File: config.mk
export PLATFORM = sky130hd
export DESIGN_NAME = ps2_key_event_queue
export DESIGN_NICKNAME = d
export VERILOG_FILES = /design/src/rtl/ps2_kbd_pkg.sv /design/src/rtl/ps2_evt_fifo.sv /design/src/rtl/ps2_key_event_queue.sv
export SDC_FILE = /design/constraint.sdc
export NUM_CORES = 1
export LEC_CHECK = 0
export ABC_AREA = 1
export CAP_MARGIN = 0
export CORE_ASPECT_RATIO = 1.2
export CORE_MARGIN = 3
export CORE_UTILIZATION = 40
export CTS_BUF_LIST = sky130_fd_sc_hd__clkbuf_16
export CTS_CLUSTER_SIZE = 8
export DETAILED_ROUTE_END_ITERATION = 7
export GPL_ROUTABILITY_DRIVEN = 0
export SLEW_MARGIN = 20
export SYNTH_ARGS = -nofsm -noshare
export SYNTH_HDL_FRONTEND = slang
export SYNTH_SLANG_ARGS = --single-unit
File: constraint.sdc
create_clock -name iCLK -period 3.5 [get_ports iCLK]
set_input_delay 0.7 -clock iCLK [delete_from_list [all_inputs] [get_ports iCLK]]
set_output_delay 0.7 -clock iCLK [all_outputs]
set_load 0.01 [all_outputs]
File: src/rtl/ps2_kbd_pkg.sv
// Shared types and constants for the PS/2 key event path.
package ps2_kbd_pkg;

    localparam logic [7:0] PS2_EXT        = 8'hE0;
    localparam logic [7:0] PS2_BRK        = 8'hF0;
    localparam logic [7:0] PS2_PAUSE      = 8'hE1;
    localparam logic [7:0] PS2_FAKE_SHIFT = 8'h12;

    localparam int unsigned PAUSE_SKIP = 7;
    localparam int unsigned SKIP_W     = 3;
    localparam int unsigned KEY_W      = 9;
    localparam int unsigned EVT_W      = 10;

    typedef enum logic [2:0] {
        ST_IDLE,
        ST_EXT,
        ST_BRK,
        ST_EXT_BRK,
        ST_SKIP
    } dec_state_t;

    typedef struct packed {
        logic       ext;
        logic       brk;
        logic [7:0] code;
    } ps2_evt_t;

    // Keyboard status/ack bytes that never start or complete a key event.
    function automatic logic is_ignored(input logic [7:0] b);
        return (b == 8'h00) || (b == 8'hAA) || (b == 8'hFA) ||
               (b == 8'hFE) || (b == 8'hFF);
    endfunction

endpackage

File: src/rtl/ps2_evt_fifo.sv
// First-word-fall-through event queue with occupancy count.
module ps2_evt_fifo
    import ps2_kbd_pkg::*;
#(
    parameter int unsigned DEPTH = 8,
    parameter int unsigned WIDTH = EVT_W
) (
    input  logic                     clk,
    input  logic                     rst,
    input  logic                     push,
    input  logic [WIDTH-1:0]         wr_data,
    input  logic                     pop,
    output logic [WIDTH-1:0]         rd_data,
    output logic [$clog2(DEPTH):0]   count,
    output logic                     full,
    output logic                     empty
);

    localparam int unsigned PTR_W = $clog2(DEPTH);
    localparam int unsigned CNT_W = PTR_W + 1;

    logic [WIDTH-1:0] mem_q [DEPTH];
    logic [PTR_W-1:0] wr_ptr_q;
    logic [PTR_W-1:0] rd_ptr_q;
    logic [CNT_W-1:0] count_q;
    logic             push_ok;
    logic             pop_ok;

    assign full    = (count_q == CNT_W'(DEPTH));
    assign empty   = (count_q == '0);
    assign pop_ok  = pop && !empty;
    assign push_ok = push && (!full || pop_ok);
    assign rd_data = mem_q[rd_ptr_q];
    assign count   = count_q;

    // Storage, pointers and count; a pop frees the slot a full-queue push reuses.
    always_ff @(posedge clk) begin
        if (rst) begin
            for (int i = 0; i < DEPTH; i++) mem_q[i] <= '0;
            wr_ptr_q <= '0;
            rd_ptr_q <= '0;
            count_q  <= '0;
        end else begin
            if (push_ok) begin
                mem_q[wr_ptr_q] <= wr_data;
                wr_ptr_q        <= wr_ptr_q + PTR_W'(1);
            end
            if (pop_ok) rd_ptr_q <= rd_ptr_q + PTR_W'(1);
            if (push_ok && !pop_ok)      count_q <= count_q + CNT_W'(1);
            else if (pop_ok && !push_ok) count_q <= count_q - CNT_W'(1);
        end
    end

endmodule

File: src/rtl/ps2_key_event_queue.sv
// Scan-code decoder, held-key table and event queue toward the processor.
module ps2_key_event_queue
    import ps2_kbd_pkg::*;
#(
    parameter int unsigned NUM_KEYS   = 4,
    parameter int unsigned FIFO_DEPTH = 8
) (
    input  logic                          iCLK,
    input  logic                          iRST,
    input  logic [7:0]                    iBYTE,
    input  logic                          iBYTE_VALID,
    input  logic                          iEVT_READY,
    output logic                          oEVT_VALID,
    output logic [7:0]                    oEVT_CODE,
    output logic                          oEVT_EXT,
    output logic                          oEVT_BREAK,
    output logic [$clog2(FIFO_DEPTH):0]   oFIFO_COUNT,
    output logic                          oOVERFLOW,
    output logic [NUM_KEYS-1:0]           oKEY_ON,
    output logic [KEY_W*NUM_KEYS-1:0]     oKEY_CODE
);

    dec_state_t                 state_q, state_d;
    logic [SKIP_W-1:0]          skip_q, skip_d;
    logic                       evt_fire;
    ps2_evt_t                   evt;
    logic [KEY_W-1:0]           evt_key;
    logic [NUM_KEYS-1:0]        key_on_q;
    logic [KEY_W*NUM_KEYS-1:0]  key_code_q;
    logic [NUM_KEYS-1:0]        key_match;
    logic [NUM_KEYS-1:0]        free_oh;
    logic                       is_repeat;
    logic                       evt_push;
    logic                       fifo_pop;
    logic                       fifo_full;
    logic                       fifo_empty;
    logic                       overflow_q;
    ps2_evt_t                   head;

    // Decoder state and pause-skip counter.
    always_ff @(posedge iCLK) begin
        if (iRST) begin
            state_q <= ST_IDLE;
            skip_q  <= '0;
        end else begin
            state_q <= state_d;
            skip_q  <= skip_d;
        end
    end

    // Prefix decoding: track E0/F0/E1 and emit a completed event.
    always_comb begin
        state_d  = state_q;
        skip_d   = skip_q;
        evt_fire = 1'b0;
        evt      = '0;
        evt.code = iBYTE;
        if (iBYTE_VALID) begin
            case (state_q)
                ST_IDLE: begin
                    if (iBYTE == PS2_EXT)        state_d = ST_EXT;
                    else if (iBYTE == PS2_BRK)   state_d = ST_BRK;
                    else if (iBYTE == PS2_PAUSE) begin
                        state_d = ST_SKIP;
                        skip_d  = SKIP_W'(PAUSE_SKIP);
                    end else if (!is_ignored(iBYTE)) evt_fire = 1'b1;
                end
                ST_EXT: begin
                    if (iBYTE == PS2_BRK) state_d = ST_EXT_BRK;
                    else begin
                        state_d  = ST_IDLE;
                        evt.ext  = 1'b1;
                        evt_fire = (iBYTE != PS2_FAKE_SHIFT);
                    end
                end
                ST_BRK: begin
                    state_d  = ST_IDLE;
                    evt.brk  = 1'b1;
                    evt_fire = 1'b1;
                end
                ST_EXT_BRK: begin
                    state_d  = ST_IDLE;
                    evt.ext  = 1'b1;
                    evt.brk  = 1'b1;
                    evt_fire = (iBYTE != PS2_FAKE_SHIFT);
                end
                ST_SKIP: begin
                    if (skip_q <= SKIP_W'(1)) begin
                        skip_d  = '0;
                        state_d = ST_IDLE;
                    end else begin
                        skip_d  = skip_q - SKIP_W'(1);
                    end
                end
                default: state_d = ST_IDLE;
            endcase
        end
    end

    assign evt_key = {evt.ext, evt.code};

    // Occupied slots holding the current event's key.
    always_comb begin
        key_match = '0;
        for (int i = 0; i < NUM_KEYS; i++)
            key_match[i] = key_on_q[i] && (key_code_q[KEY_W*i +: KEY_W] == evt_key);
    end

    // One-hot of the lowest-index free slot (all zero when the table is full).
    always_comb begin
        free_oh = '0;
        for (int i = int'(NUM_KEYS) - 1; i >= 0; i--) begin
            if (!key_on_q[i]) begin
                free_oh    = '0;
                free_oh[i] = 1'b1;
            end
        end
    end

    assign is_repeat = !evt.brk && (|key_match);
    assign evt_push  = evt_fire && !is_repeat;
    assign fifo_pop  = !fifo_empty && iEVT_READY;

    // Held-key table: fill lowest free slot on make, clear all matches on break.
    always_ff @(posedge iCLK) begin
        if (iRST) begin
            key_on_q   <= '0;
            key_code_q <= '0;
        end else if (evt_fire) begin
            for (int i = 0; i < NUM_KEYS; i++) begin
                if (evt.brk && key_match[i]) begin
                    key_on_q[i]                   <= 1'b0;
                    key_code_q[KEY_W*i +: KEY_W]  <= '0;
                end else if (!evt.brk && !is_repeat && free_oh[i]) begin
                    key_on_q[i]                   <= 1'b1;
                    key_code_q[KEY_W*i +: KEY_W]  <= evt_key;
                end
            end
        end
    end

    // Sticky flag for events dropped on a full queue with no pop.
    always_ff @(posedge iCLK) begin
        if (iRST)                                   overflow_q <= 1'b0;
        else if (evt_push && fifo_full && !fifo_pop) overflow_q <= 1'b1;
    end

    ps2_evt_fifo #(
        .DEPTH (FIFO_DEPTH),
        .WIDTH (EVT_W)
    ) u_fifo (
        .clk     (iCLK),
        .rst     (iRST),
        .push    (evt_push),
        .wr_data (evt),
        .pop     (fifo_pop),
        .rd_data (head),
        .count   (oFIFO_COUNT),
        .full    (fifo_full),
        .empty   (fifo_empty)
    );

    assign oEVT_VALID = !fifo_empty;
    assign oEVT_CODE  = head.code;
    assign oEVT_EXT   = head.ext;
    assign oEVT_BREAK = head.brk;
    assign oOVERFLOW  = overflow_q;
    assign oKEY_ON    = key_on_q;
    assign oKEY_CODE  = key_code_q;

endmodule
==> results_dict.tcl <==
set metrics [dict create \
    status "complete, no violations" \
    worst_slew_margin_rel 0.470 \
    critical_path.top_delay_family "simple AND/OR/NAND/NOR gates" \
    dp_hpwl_mm 15.6 \
    core_region_area_mm2 0.0184 \
    yosys.area.top_type_share 0.314 \
    synth_cells 937 \
    clk_pin_slew_ps 60 \
    vias_per_cell 5.09 \
    hold_path.class "register to register" \
    synth-edff-count 80 \
    diodes 0 \
    drv_cap 0 \
    path_max_fanout 7 \
    area_delta_synth_final_pct 29.1 \
    initial_utilization 0.414 \
    yosys.cell_types.count 44 \
    io_buffers 67 \
    htreeDepth 4 \
    critPathRequiredTime_ps 3810 \
    drv_slew 0 \
    yosys_register_bits 140 \
    syn_avg_cell_area_um2 8.16 \
    final-setup-viol-count 0 \
    yosysMostFrequentCell "nand2_1" \
    leakagePower_nw 3.85 \
    ys.warnings.count 0 \
    max_freq_mhz 305 \
    p_int_mw 3.87 \
    layout_min_cycle_time_ps 3270 \
    synth_common_cells "158 x nand2_1, 142 x nor2_1, 80 x edfxtp_1" \
    crit_path_end_kind "register" \
    clockRootBuffer "clkbuf_16" \
    clk_latency_ps 420 \
    arrival_ps 3580 \
    drt-total-wl_mm 22.0 \
    syn_area_mm2 0.00764 \
    num_rows 54 \
    path_buf_inv 4 \
    max_slew.worst_pin.slew_ps 793 \
    cts_buffers 17 \
    die_area_mm2 0.0208 \
    critPathLaunchType "primary input" \
    seqPwrFrac 0.346 \
    die_h_um 157 \
    yosysTopAreaCell "edfxtp_1" \
    cp_slowest_cell "clkdlybuf4s50_1" \
    clkPwrFrac 0.310 \
    fin_skew_ps 8.12 \
    finalNonFillerCells 1335 \
    die_w_um 132 \
    r2r_setup_slack_ps 630 \
    crit_start "iBYTE[0]" \
    async_reset_ff_frac 0 \
    antenna_found_initial 0 \
    grt_max_degree 48 \
    synth_area_leaders "edfxtp_1 31%, dfxtp_1 16%, nand2_1 7.8%" \
    dr.pass1.iters 5 \
    n_fill_cell 1766 \
    power.density_mw_per_mm2 599 \
    rr_worst_depth 21 \
    rr_endpoint "u_fifo.count[3]$_SDFFE_PP0P_" \
    hold_viol 0 \
    comb_power_share 0.344 \
    grt_pass1_vias 6533 \
    r2r_start "state_q[2]$_SDFFE_PP0P_" \
    cts_sinks 140 \
    grt.total_usage 0.213 \
    cpMostUsedCell "inv_2" \
    clock_path_buffers 2 \
    cts_tree "built" \
    post_drt_wl_per_cell_um 16.5 \
    drtIter0Drc 400 \
    swShare 0.345 \
    cts_hold_buf 0 \
    drc_errors 0 \
    drive_above_1_share 0.232 \
    grt_pass1_wl_mm 34.8 \
    path_cells "clkdlybuf4s50_1, inv_2, nand2_2, nor2_4, nand3_4, nand2_4, nand2_1, nand3_1, nand2_2, o21ai_4, nand3_4, inv_2, ha_1, inv_2, ha_1, and3_1, a211oi_2, nor2_1, nor2_1, nand2_1, o21ai_0, a21oi_1" \
    worstSetupPathType "primary input to register" \
    drtAntennaViolNets 0 \
    vias 6800 \
    dpl.cell_count 1302 \
    cp-endpoint "u_fifo.count[3]$_SDFFE_PP0P_" \
    fin_crit_sh 0.935 \
    fin_util 0.535 \
    nets 1091 \
    worst_ir_drop_vdd_mv 0.304 \
    critPathMaxStageDelay_ps 440 \
    grt_overflow 0 \
    synth_nets 957 \
    p_switching_mw 2.04 \
    ys_seq_area_frac 0.471 \
    path_depth 22 \
    synthFlopType "edfxtp_1" \
    pin_count 68 \
]
power groups by stage:
stage / clock, mW / sequential (mW) / combinational, mW
floorplan: 0 / 2.07 / 1.16
global route: 1.94 / 2.07 / 2.24
detailed placement: 0 / 2.08 / 2.02
global placement: 0 / 2.08 / 2.00
CTS: 1.86 / 2.05 / 2.03
finish: 1.83 / 2.05 / 2.03
flip-flops by register name, summed over array words and instances (netlist names), named ones only:
signal	cells
u_fifo.mem_q	80
oKEY_CODE	36
skip_q	3
u_fifo.rd_ptr_q	3
u_fifo.wr_ptr_q	3
u_fifo.count	4
state_q	3
oKEY_ON	4
oOVERFLOW	1
cell families after synthesis:
group	synth area share
AND/OR/NAND/NOR	0.315
buffers and inverters	0.0810
adder cells (fa/ha/maj)	0.0141
flip-flops	0.471
XOR/XNOR	0.0103
AO/OA/AOI/OAI	0.108
worst register-to-register path, stage by stage (launching register included):
cell	delay [ps]
dfxtp_1	410
inv_2	80
nand2_1	80
nor2_1	40
buf_4	150
nand2_4	100
nand2_1	80
nand3_1	100
nand2_2	90
o21ai_4	200
nand3_4	80
inv_2	60
ha_1	180
inv_2	70
ha_1	260
and3_1	180
a211oi_2	170
nor2_1	60
nor2_1	90
nand2_1	70
o21ai_0	140
a21oi_1	60
per-stage QoR:
step / total power, mW / instance area [um2] / hold slack, ps / TNS, ps / worst slack (ps)
after detailed placement: 4.10 / 9220 / 438 / -561 / -407
after floorplan: 3.24 / 7640 / 412 / 0 / 67.5
after CTS: 5.93 / 9820 / 447 / 0 / 94.2
after global routing: 6.25 / 9870 / 474 / -18.3 / -18.3
after global placement: 4.08 / 9220 / 438 / -430 / -362
final: 5.92 / 9870 / 449 / 0 / 227
final cells by class:
cell class                      instances  area [um2]  area share
Inverter                               82         315      0.0320
Clock buffer                           17         425      0.0431
Multi-Input combinational cell        655        3450       0.350
Sequential cell                       140        3600       0.365
Tap cell                              252         315      0.0320
Timing Repair Buffer                  175        1580       0.161
Clock inverter                         14         171      0.0174
metal layers:
metal  GRT usage  wire length, um
met3      0.0371              911
met4      0.0683              393
met5           0                0
met2       0.395            11600
met1       0.250             9140
worst min-delay path by stage:
stage / slack, ps / end / start / cells past startpoint
after detailed placement: 440 / register / u_fifo.rd_ptr_q[2]$_SDFFE_PP0P_ / 1
after floorplan: 410 / register / u_fifo.rd_ptr_q[2]$_SDFFE_PP0P_ / 1
after global routing: 470 / register / u_fifo.rd_ptr_q[2]$_SDFFE_PP0P_ / 1
final: 450 / u_fifo.rd_ptr_q[2]$_SDFFE_PP0P_ / u_fifo.rd_ptr_q[2]$_SDFFE_PP0P_ / 1
after global placement: 440 / u_fifo.rd_ptr_q[2]$_SDFFE_PP0P_ / u_fifo.rd_ptr_q[2]$_SDFFE_PP0P_ / 1
after CTS: 450 / u_fifo.rd_ptr_q[2]$_SDFFE_PP0P_ / u_fifo.rd_ptr_q[2]$_SDFFE_PP0P_ / 1
placed cells by master (no fill, tap or decap), types with 2 or more instances in the layout:
master / count
bufinv_16: 3
dlygate4sd2_1: 2
inv_2: 9
inv_1: 71
o21ai_0: 63
xnor2_1: 6
clkdlybuf4s50_1: 60
inv_6: 2
buf_4: 100
o22ai_1: 10
nand2_1: 158
ha_1: 6
nor2_4: 3
clkinv_2: 2
nand2_4: 2
nand3_1: 60
nand3b_1: 4
clkinv_4: 5
nor2_2: 39
edfxtp_1: 80
dlymetal6s2s_1: 4
clkbuf_16: 17
nor3_2: 41
dfxtp_1: 60
clkinvlp_4: 2
a31oi_1: 13
nor2_1: 141
buf_12: 8
a21oi_1: 56
nand4_1: 14
nand3_4: 2
nor3_1: 9
xor2_1: 3
nand2_2: 9
repair_timing:
item | CTS | global route
endpoints found under the setup margin | 1 | 1
resized for setup | 2 | 11
buffers inserted | 0 | 2
pin swaps | 0 | 2
No activity file was read; power rests on OpenSTA's default activity.
